## src/rtl/pong_pkg.sv

```systemverilog
//------------------------------------------------------------------------------
// pong_pkg : shared screen geometry and paddle FSM state encoding
// Rev 1.0
//------------------------------------------------------------------------------
`default_nettype none

package pong_pkg;
   localparam int SCREEN_HEIGHT = 480;
   localparam int PADDLE_HEIGHT = 80;
   localparam int Y_MAX         = SCREEN_HEIGHT - PADDLE_HEIGHT;
   localparam int Y_CENTRE      = SCREEN_HEIGHT / 2 - PADDLE_HEIGHT / 2;

   typedef enum logic [1:0] {
      IDLE    = 2'd0,
      MOVE_UP = 2'd1,
      MOVE_DN = 2'd2
   } state_t;
endpackage

`default_nettype wire

```

## src/rtl/paddle_channel.sv

```systemverilog
//------------------------------------------------------------------------------
// paddle_channel : one paddle - direction FSM, speed ramp, clamped step, auto-track
// Rev 1.0
//------------------------------------------------------------------------------
`default_nettype none

module paddle_channel
   import pong_pkg::*;
#(
   parameter int Y_WIDTH      = 16,
   parameter int SCR_HEIGHT   = 480,
   parameter int PAD_HEIGHT   = 80,
   parameter int MAX_SPEED    = 8,
   parameter int ACCEL_DIV    = 4,
   parameter int DEADBAND     = 4
) (
   input  logic               clock,
   input  logic               reset,
   input  logic               frame_tick,
   input  logic               up,
   input  logic               down,
   input  logic               auto_mode,
   input  logic [Y_WIDTH-1:0] ball_y,
   output logic [Y_WIDTH-1:0] paddle_y,
   output logic               moving,
   output logic               at_max,
   output logic               at_min
);
   localparam int YW1    = Y_WIDTH + 1;
   localparam int SPD_W  = $clog2(MAX_SPEED + 1);
   localparam int HOLD_W = (ACCEL_DIV > 1) ? $clog2(ACCEL_DIV) : 1;

   localparam logic [YW1-1:0]    C_YMAX   = YW1'(SCR_HEIGHT - PAD_HEIGHT);
   localparam logic [YW1-1:0]    C_CENTRE = YW1'(SCR_HEIGHT / 2 - PAD_HEIGHT / 2);
   localparam logic [YW1-1:0]    C_HALF   = YW1'(PAD_HEIGHT / 2);
   localparam logic [YW1-1:0]    C_DB     = YW1'(DEADBAND);
   localparam logic [SPD_W-1:0]  C_SMAX   = SPD_W'(MAX_SPEED);
   localparam logic [HOLD_W-1:0] C_HLAST  = HOLD_W'(ACCEL_DIV - 1);

   state_t            state, state_nx, req;
   logic [SPD_W-1:0]  speed, speed_nx;
   logic [HOLD_W-1:0] hold, hold_nx;
   logic [YW1-1:0]    y_ext, ball_ext, target, diff, step, sum, y_nx;

   assign y_ext    = {1'b0, paddle_y};
   assign ball_ext = {1'b0, ball_y};

   // Auto-track target: ball centre minus half paddle, saturated into [0, Y_MAX]
   always_comb begin
      target = '0;
      if (ball_ext >= C_HALF) begin
         target = ball_ext - C_HALF;
         if (target > C_YMAX) target = C_YMAX;
      end
   end

   always_comb begin
      req = IDLE;
      if (auto_mode) begin
         if (target > y_ext + C_DB)      req = MOVE_UP;
         else if (target + C_DB < y_ext) req = MOVE_DN;
      end else if (up && !down) begin
         req = MOVE_UP;
      end else if (down && !up) begin
         req = MOVE_DN;
      end
   end

   always_ff @(posedge clock) begin
      if (reset) begin
         state    <= IDLE;
         speed    <= '0;
         hold     <= '0;
         paddle_y <= C_CENTRE[Y_WIDTH-1:0];
         moving   <= 1'b0;
         at_max   <= 1'b0;
         at_min   <= 1'b0;
      end else begin
         state    <= state_nx;
         speed    <= speed_nx;
         hold     <= hold_nx;
         paddle_y <= y_nx[Y_WIDTH-1:0];
         moving   <= (state_nx != IDLE);
         at_max   <= (y_nx == C_YMAX);
         at_min   <= (y_nx == '0);
      end
   end

   always_comb begin
      state_nx = state;
      speed_nx = speed;
      hold_nx  = hold;
      if (frame_tick) begin
         if (req == IDLE) begin
            state_nx = IDLE;
            speed_nx = '0;
            hold_nx  = '0;
         end else if (req != state) begin
            state_nx = req;
            speed_nx = SPD_W'(1);
            hold_nx  = '0;
         end else if (hold == C_HLAST) begin
            speed_nx = (speed >= C_SMAX) ? C_SMAX : speed + SPD_W'(1);
            hold_nx  = '0;
         end else begin
            hold_nx  = hold + HOLD_W'(1);
         end
      end
   end

   // Step uses the post-update speed; auto mode never steps past its target
   always_comb begin
      diff = (target > y_ext) ? target - y_ext : y_ext - target;
      step = YW1'(speed_nx);
      if (auto_mode && diff < step) step = diff;
      sum  = y_ext + step;
      y_nx = y_ext;
      if (frame_tick) begin
         case (state_nx)
            MOVE_UP: y_nx = (sum > C_YMAX) ? C_YMAX : sum;
            MOVE_DN: y_nx = (y_ext >= step) ? y_ext - step : '0;
            default: y_nx = y_ext;
         endcase
      end
   end
endmodule

`default_nettype wire

```

## src/rtl/paddle_motion_array.sv

```systemverilog
//------------------------------------------------------------------------------
// paddle_motion_array : NUM_PADDLES independent frame-paced paddle channels
// Rev 1.0
//------------------------------------------------------------------------------
`default_nettype none

module paddle_motion_array
   import pong_pkg::*;
#(
   parameter int NUM_PADDLES   = 2,
   parameter int Y_WIDTH       = 16,
   parameter int SCREEN_HEIGHT = pong_pkg::SCREEN_HEIGHT,
   parameter int PADDLE_HEIGHT = pong_pkg::PADDLE_HEIGHT,
   parameter int MAX_SPEED     = 8,
   parameter int ACCEL_DIV     = 4,
   parameter int DEADBAND      = 4
) (
   input  logic                           clock,
   input  logic                           reset,
   input  logic                           frame_tick,
   input  logic [NUM_PADDLES-1:0]         up,
   input  logic [NUM_PADDLES-1:0]         down,
   input  logic [NUM_PADDLES-1:0]         auto_mode,
   input  logic [Y_WIDTH-1:0]             ball_y,
   output logic [NUM_PADDLES*Y_WIDTH-1:0] paddle_y,
   output logic [NUM_PADDLES-1:0]         moving,
   output logic [NUM_PADDLES-1:0]         at_max,
   output logic [NUM_PADDLES-1:0]         at_min
);
   generate
      for (genvar i = 0; i < NUM_PADDLES; i++) begin : g_chan
         paddle_channel #(
            .Y_WIDTH    (Y_WIDTH),
            .SCR_HEIGHT (SCREEN_HEIGHT),
            .PAD_HEIGHT (PADDLE_HEIGHT),
            .MAX_SPEED  (MAX_SPEED),
            .ACCEL_DIV  (ACCEL_DIV),
            .DEADBAND   (DEADBAND)
         ) u_chan (
            .clock      (clock),
            .reset      (reset),
            .frame_tick (frame_tick),
            .up         (up[i]),
            .down       (down[i]),
            .auto_mode  (auto_mode[i]),
            .ball_y     (ball_y),
            .paddle_y   (paddle_y[i*Y_WIDTH +: Y_WIDTH]),
            .moving     (moving[i]),
            .at_max     (at_max[i]),
            .at_min     (at_min[i])
         );
      end
   endgenerate
endmodule

`default_nettype wire

```

## config.mk

```make
export PLATFORM = sky130hd
export DESIGN_NAME = paddle_motion_array
export DESIGN_NICKNAME = d
export VERILOG_FILES = /design/src/rtl/pong_pkg.sv /design/src/rtl/paddle_channel.sv /design/src/rtl/paddle_motion_array.sv
export SDC_FILE = /design/constraint.sdc
export NUM_CORES = 1
export LEC_CHECK = 0
export BUFFER_PORTS_ARGS = -buffer_cell sky130_fd_sc_hd__buf_2
export CORE_MARGIN = 1.5
export CORE_UTILIZATION = 25
export DETAILED_ROUTE_END_ITERATION = 8
export MAX_ROUTING_LAYER = met4
export SYNTH_ARGS = -nofsm -noshare
export SYNTH_HDL_FRONTEND = slang
export SYNTH_HIERARCHICAL = 1
export SYNTH_SLANG_ARGS = --single-unit
export TNS_END_PERCENT = 5
```

## constraint.sdc

```tcl
create_clock -name clock -period 12.28 [get_ports clock]
set_input_delay 3.07 -clock clock [delete_from_list [all_inputs] [get_ports clock]]
set_output_delay 3.07 -clock clock [all_outputs]
set_load 0.01 [all_outputs]
```

Word-level counts from Yosys, hierarchy flattened. Cells that the tools add are included.

Bits in registers: 54. Bits of input ports: 25. Output and inout bits: 38. Word-level logic and storage cells: 118.

$add $sub $neg: 16. Magnitude comparators: 16. Eq/ne operators: 10. Mux-type cells: 46. Reductions and logical operators: 16.

Operator list (number): $mux 17 (12); $pmux 17 s2 (2); $sub 16x17->17 (4); $gt 17x9->1 const B (3); $mux 2 (22); $mux 4 (10); $add 16x17->17 (2); $add 16x3->17 const B (2); $eq 17x9->1 const B (2); $ge 16x17->1 (2); $gt 17x16->1 (2); $gt 17x17->1 (2); $logic_not 17->1 (2); $lt 17x16->1 (2); $lt 17x4->1 (2); $sub 17x16->17 (2); $add 17x3->17 const B (1); $sub 16x6->17 const B (1); $ge 16x6->1 const B (1); $add 4x1->4 const B (2); $eq 2x2->1 const B (4); $ge 4x4->1 const B (2); $logic_and 1x1->1 (6); $add 2x1->2 const B (2); other kinds (5) (12).

Longest topological paths before layout.
Depth in word-level cells: 22. Gate-level depth with buffers: 45. Mapped depth without buffers: 44.

By module. Netlist, hierarchy kept.

By module, submodules not included: paddle_channel at g_chan[1].u_chan (instances 1, cells each 919, area each 6577.6 µm², sequential area each 540.5 µm²); paddle_channel at g_chan[0].u_chan (instances 1, cells each 841, area each 6261.0 µm², sequential area each 540.5 µm²).

Least setup slack after synthesis. Ideal clock, no wire load.

Path kind: input port to flip-flop. Start: in ball_y[4]. End: reg g_chan[0].u_chan.at_min. Setup time: 96 ps. Data arrival time: 11464 ps. Data required time: 12184 ps. Slack: 720 ps. Stages on the path: 44. Buffers on the path: 1. Cells stage by stage: inv_1 -> ha_1 -> nor2b_1 -> or4b_2 -> o41ai_1 -> a22oi_1 -> nand3b_1 -> nor2_1 -> nand2_1 -> inv_1 -> ha_1 -> nand2b_1 -> nor2_1 -> xor2_1 -> nor3_1 -> ha_1 -> o21ai_0 -> a211o_1 -> (+8 left out) -> a311oi_1 -> nand4_1 -> a2111oi_2 -> nand4_4 -> mux2i_1 -> ha_1 -> fa_1 -> a21o_1 -> a21oi_1 -> o21ai_0 -> a311oi_1 -> mux2_2 -> a2111o_1 -> a221o_1 -> clkbuf_1 -> o21ai_0 -> a22oi_1 -> nor4b_1.

Word-level cells in the longest chain between the ends: 22. Elaborated cells between the ends (all ways): 37. Classes of those cells: 6 x add/sub; 8 x order compare; 3 x eq/ne; 17 x mux; 3 x reduce/logical.

Ends and longest elaborated chain: from (decl) (RTL line paddle_motion_array.sv:24) `input logic [Y_WIDTH-1:0] ball_y,`; $sub 16x6->17 (RTL line paddle_channel.sv:52) `target = ball_ext - C_HALF;`; $gt 17x9->1 (RTL line paddle_channel.sv:53) `if (target > C_YMAX) target = C_YMAX;`; $mux 17 (RTL line paddle_channel.sv:53); $mux 17 (*) (RTL line paddle_channel.sv:51) `if (ball_ext >= C_HALF) begin`; $add 17x3->17 (RTL line paddle_channel.sv:61) `else if (target + C_DB < y_ext) req = MOVE_DN;`; $lt 17x16->1 (RTL line paddle_channel.sv:61); $mux 2 (RTL line paddle_channel.sv:61); $mux 2 (RTL line paddle_channel.sv:60) `if (target > y_ext + C_DB) req = MOVE_UP;`; (+6 left out); $logic_and 1x1->1 (RTL line paddle_channel.sv:115) `if (auto_mode && diff < step) step = diff;`; $mux 17 (RTL line paddle_channel.sv:115); $add 16x17->17 (RTL line paddle_channel.sv:116) `sum = y_ext + step;`; $gt 17x9->1 (RTL line paddle_channel.sv:120) `MOVE_UP: y_nx = (sum > C_YMAX) ? C_YMAX : sum;`; $mux 17 (RTL line paddle_channel.sv:120); $pmux 17 s2 (*) (RTL line paddle_channel.sv:119) `case (state_nx)`; $mux 17 (*) (RTL line paddle_channel.sv:118) `if (frame_tick) begin`; $logic_not 17->1 (*) (RTL line paddle_channel.sv:85) `at_min <= (y_nx == '0);`; to (signal assigned) (RTL line paddle_channel.sv:85); to (decl) (RTL line paddle_channel.sv:27) `output logic at_min`.

Every way passes the cells marked *; elsewhere a longest branch is shown, timed or not. A chain may end at the register's enable or synchronous reset.

Worst setup path after layout.
Start: in ball_y[4]. End: reg g_chan[0].u_chan.at_max.

Word-level cells in the longest chain between the ends: 22. Elaborated cells between the ends (all ways): 37. Classes of those cells: 6 x add/sub; 8 x order compare; 4 x eq/ne; 17 x mux; 2 x reduce/logical.

Ends and longest elaborated chain: $sub 16x6->17 (RTL line paddle_channel.sv:52); $gt 17x9->1 (RTL line paddle_channel.sv:53); $mux 17 (RTL line paddle_channel.sv:53); $mux 17 (*) (RTL line paddle_channel.sv:51); $add 17x3->17 (RTL line paddle_channel.sv:61); $lt 17x16->1 (RTL line paddle_channel.sv:61); $mux 2 (RTL line paddle_channel.sv:61); $mux 2 (RTL line paddle_channel.sv:60); (+6 left out); $logic_and 1x1->1 (RTL line paddle_channel.sv:115); $mux 17 (RTL line paddle_channel.sv:115); $add 16x17->17 (RTL line paddle_channel.sv:116); $gt 17x9->1 (RTL line paddle_channel.sv:120); $mux 17 (RTL line paddle_channel.sv:120); $pmux 17 s2 (*) (RTL line paddle_channel.sv:119); $mux 17 (*) (RTL line paddle_channel.sv:118); $eq 17x9->1 (*) (RTL line paddle_channel.sv:84) `at_max <= (y_nx == C_YMAX);`; to (signal assigned) (RTL line paddle_channel.sv:84); to (decl) (RTL line paddle_channel.sv:26) `output logic at_max,`.

Marked as above.

==> impl_results.md <==
- Status: finished, final reports clean
- Worst hold start: g_chan[0].u_chan/hold[1]$_SDFFE_PP0P_
- EDFF count, synth: 0
- Crit Reg-Reg Startpoint: g_chan[0].u_chan/paddle_y[6]$_SDFF_PP1_
- Die Y: 230 microns
- Worst Setup Slack, final: 518 ps
- Final min period: 11,760 ps
- Worst path required time: 12,480 ps
- Post-route ant nets: 0
- Remaining DRCs: 0
- Synth Instances: 1,760
- Vias per cell: 5.36
- Core area: 50,400 sq um
- NumNets Final: 2,155
- Clock Tree Buf Depth: 2
- IO buf count: 62
- Synthesis-stage register bit count: 54
- Ys flop type: dfxtp_1
- Root Buffer: clkbuf_16
- Drt pass-1 iters: 5
- Antenna cell count: 0
- Worst hold path type: reg -> reg
- CP Max Fanout: 6
- R2R cell count: 37
- Slew headroom: 0.402
- Clock-pin transition on the worst setup and hold timing paths: 70 ps
- Largest stage delay on the critical path: 640 ps
- Drt wl/cell: 17.4 microns
- Die area: 52,700 sq um
- Final WL: 44.9 mm
- Overall global routing resource usage: 0.169
- Multi-input gate area in the final layout: 11,500 sq um
- CP Capture Type: flop
- Max cap viols: 0
- Final Cycle Share: 0.958
- Seq/Total Area, Yosys: 0.0842
- Initial antenna violation count: 0
- Overall Power: 817 uW
- Clk_skew: 4.01 ps
- FILL cells: 5,510
- Most frequent cells in the layout: 216 x ha_1, 152 x nor2_1, 147 x a21oi_1, 126 x inv_1, 119 x nand2_1
- Worst Hold Depth: 2
- Worst Tran Pin Value: 895 ps
- H-tree Lvls: 2
- Layout cells sized above 1: 0.101
- CTS Buf Count: 5
- Critical Path Start Type: input pin
- Clock Latency Late Sink: 310 ps
- Setup TNS: 0 ps
- Total global routing overflow: 0
- Final Setup Violations: 0
- Most common cell after layout, fill and taps aside: ha_1
- Critical path type: in -> reg
- Global placement routability congestion: 0.999
- I/O pins: 63
- First-pass GRT wire length: 71.1 mm
- CP dominant cell by count: ha_1
- Synth Cell Area: 12,800 sq um
- Yosys warning count: 6
- Area Overhead vs Synth: 14.5%
- CTS Sinks: 54
- Final hold vios: 0
- Dpl hpwl: 36.5 mm
- R2r setup slk: 3250 ps
- Die X: 230 microns
- Largest net degree at the start of global routing: 52
- Synth Area per Inst: 7.29 sq um
- Hold Path End: g_chan[0].u_chan/hold[1]$_SDFFE_PP0P_
- Arrival time at the worst endpoint: 11,970 ps
- Maximum VDD drop: 0.0468 mV
- P_leak: 0.00653 uW
- Via count: 13,800
- Fmax: 85.0 MHz
- Max Slew Vio Count: 0
- Pwr/cell area: 55.6 nW/um^2
- Netlist cell types: 95
- DP Worst Slack: -187 ps
- Vias in the first global route: 13,100
- Ys async rst share: 0
- CTS tree: yes
- Initial core utilization: 0.255
- CP startpoint: ball_y[4]
- FF-to-FF End: g_chan[0].u_chan/at_max$_SDFF_PP0_
- Crit path max-delay cell type: or4b_2
- FP Rows: 82
- DR iter-0 viols: 1,152
- Register area: 1080 sq um
-- through the flow --
step / utilization / std cells / area, sq um / hold slack (ps)
6_report: 0.292 / 2579 / 14700 / 509
5_1_grt: 0.292 / 2579 / 14700 / 544
4_1_cts: 0.289 / 2575 / 14500 / 525
3_5_place_dp: 0.285 / 2567 / 14300 / 507
3_3_place_gp: 0.285 / 2567 / 14300 / 478
2_1_floorplan: - / 1862 / 13200 / 463
-- cell families (layout without fill, tap and decap cells) --
group,after synthesis,after routing,synth area share
adders and majority gates,224,224,0.223
DFF,54,54,0.0842
muxes,36,36,0.0314
AOI/OAI and AO/OA,558,559,0.292
and+or+nand+nor,596,596,0.243
other,4,106,0.00117
xor gates and xnor gates,89,89,0.0607
buffers and inverters,199,243,0.0641
-- what timing repair did --
action / CTS / global route
hold buffers: 0 / 0
setup buffers: 0 / 3
setup endpoints to repair: 0 / 21
gates resized for setup: 0 / 35
-- synthesized netlist by cell type (all sizes together) (8+ instances only) --
cell | number | area [sq um]
a2111oi | 12 | 136
a211o | 12 | 105
a211oi | 19 | 143
a21boi | 8 | 60.1
a21o | 60 | 450
a21oi | 154 | 782
a221oi | 9 | 78.8
a22oi | 18 | 140
a311oi | 11 | 96.3
a31oi | 21 | 131
and2 | 17 | 106
and3 | 16 | 105
and4 | 13 | 119
buf | 31 | 191
clkbuf | 40 | 151
dfxtp | 54 | 1080
fa | 8 | 160
ha | 216 | 2700
inv | 128 | 480
mux2 | 13 | 173
mux2i | 23 | 230
nand2 | 121 | 454
nand2b | 23 | 144
nand3 | 41 | 205
nand3b | 9 | 67.6
nand4 | 34 | 255
nand4b | 8 | 70.1
nor2 | 153 | 574
nor2b | 33 | 206
nor3 | 54 | 270
nor4 | 19 | 119
o211ai | 25 | 188
o21a | 19 | 143
o21ai | 98 | 490
o21bai | 18 | 135
o31ai | 14 | 115
or2 | 8 | 50.1
or3 | 20 | 125
xnor2 | 68 | 596
xor2 | 21 | 184
-- power breakdown --
part / total, uW / internal (uW) / switching (uW)
sequential: 199 / 181 / 17.9
clock: 192 / 117 / 74.7
combinational: 426 / 161 / 264
total: 817 / 460 / 357
-- registers in the layout, summed over array words and instances (netlist names) --
register	flops
g_chan.u_chan/state	4
g_chan.u_chan/at_min	2
g_chan.u_chan/at_max	2
g_chan.u_chan/moving	2
g_chan.u_chan/paddle_y	32
g_chan.u_chan/hold	4
g_chan.u_chan/speed	8
-- routing by layer --
| layer | wire length, microns | global-route usage |
|---|---|---|
| met1 | 20400 | 0.221 |
| met5 | 0 | - |
| met2 | 20600 | 0.276 |
| met3 | 2730 | 0.0210 |
| met4 | 1180 | 0.0415 |
-- worst max path at each step --
stage	end	slack, ps
after global routing	g_chan[0].u_chan/at_min$_SDFF_PP0_	-4
after global placement	g_chan[1].u_chan/at_min$_SDFF_PP0_	2
after CTS	g_chan[1].u_chan/at_min$_SDFF_PP0_	110
final	g_chan[0].u_chan/at_max$_SDFF_PP0_	520
after detailed placement	g_chan[1].u_chan/at_min$_SDFF_PP0_	-190
after floorplan	g_chan[0].u_chan/at_min$_SDFF_PP0_	720
-- area by class of cell --
class | count | area share
clock buffers | 5 | 0.00851
clock inverters | 3 | 0.00468
inverters | 128 | 0.0327
multi-input cells | 1610 | 0.779
flip-flops and latches | 54 | 0.0735
well taps | 672 | 0.0572
repair buffers | 107 | 0.0441
-- worst max-delay path: cells and delay by family --
family | cells | cell delay, ps
AO/OA/AOI/OAI | 17 | 3650
XOR/XNOR | 1 | 170
adder cells (fa/ha/maj) | 6 | 1560
buffers and inverters | 5 | 650
multiplexers | 2 | 590
AND/OR/NAND/NOR | 15 | 2270
(Power assumes the default switching activity.)
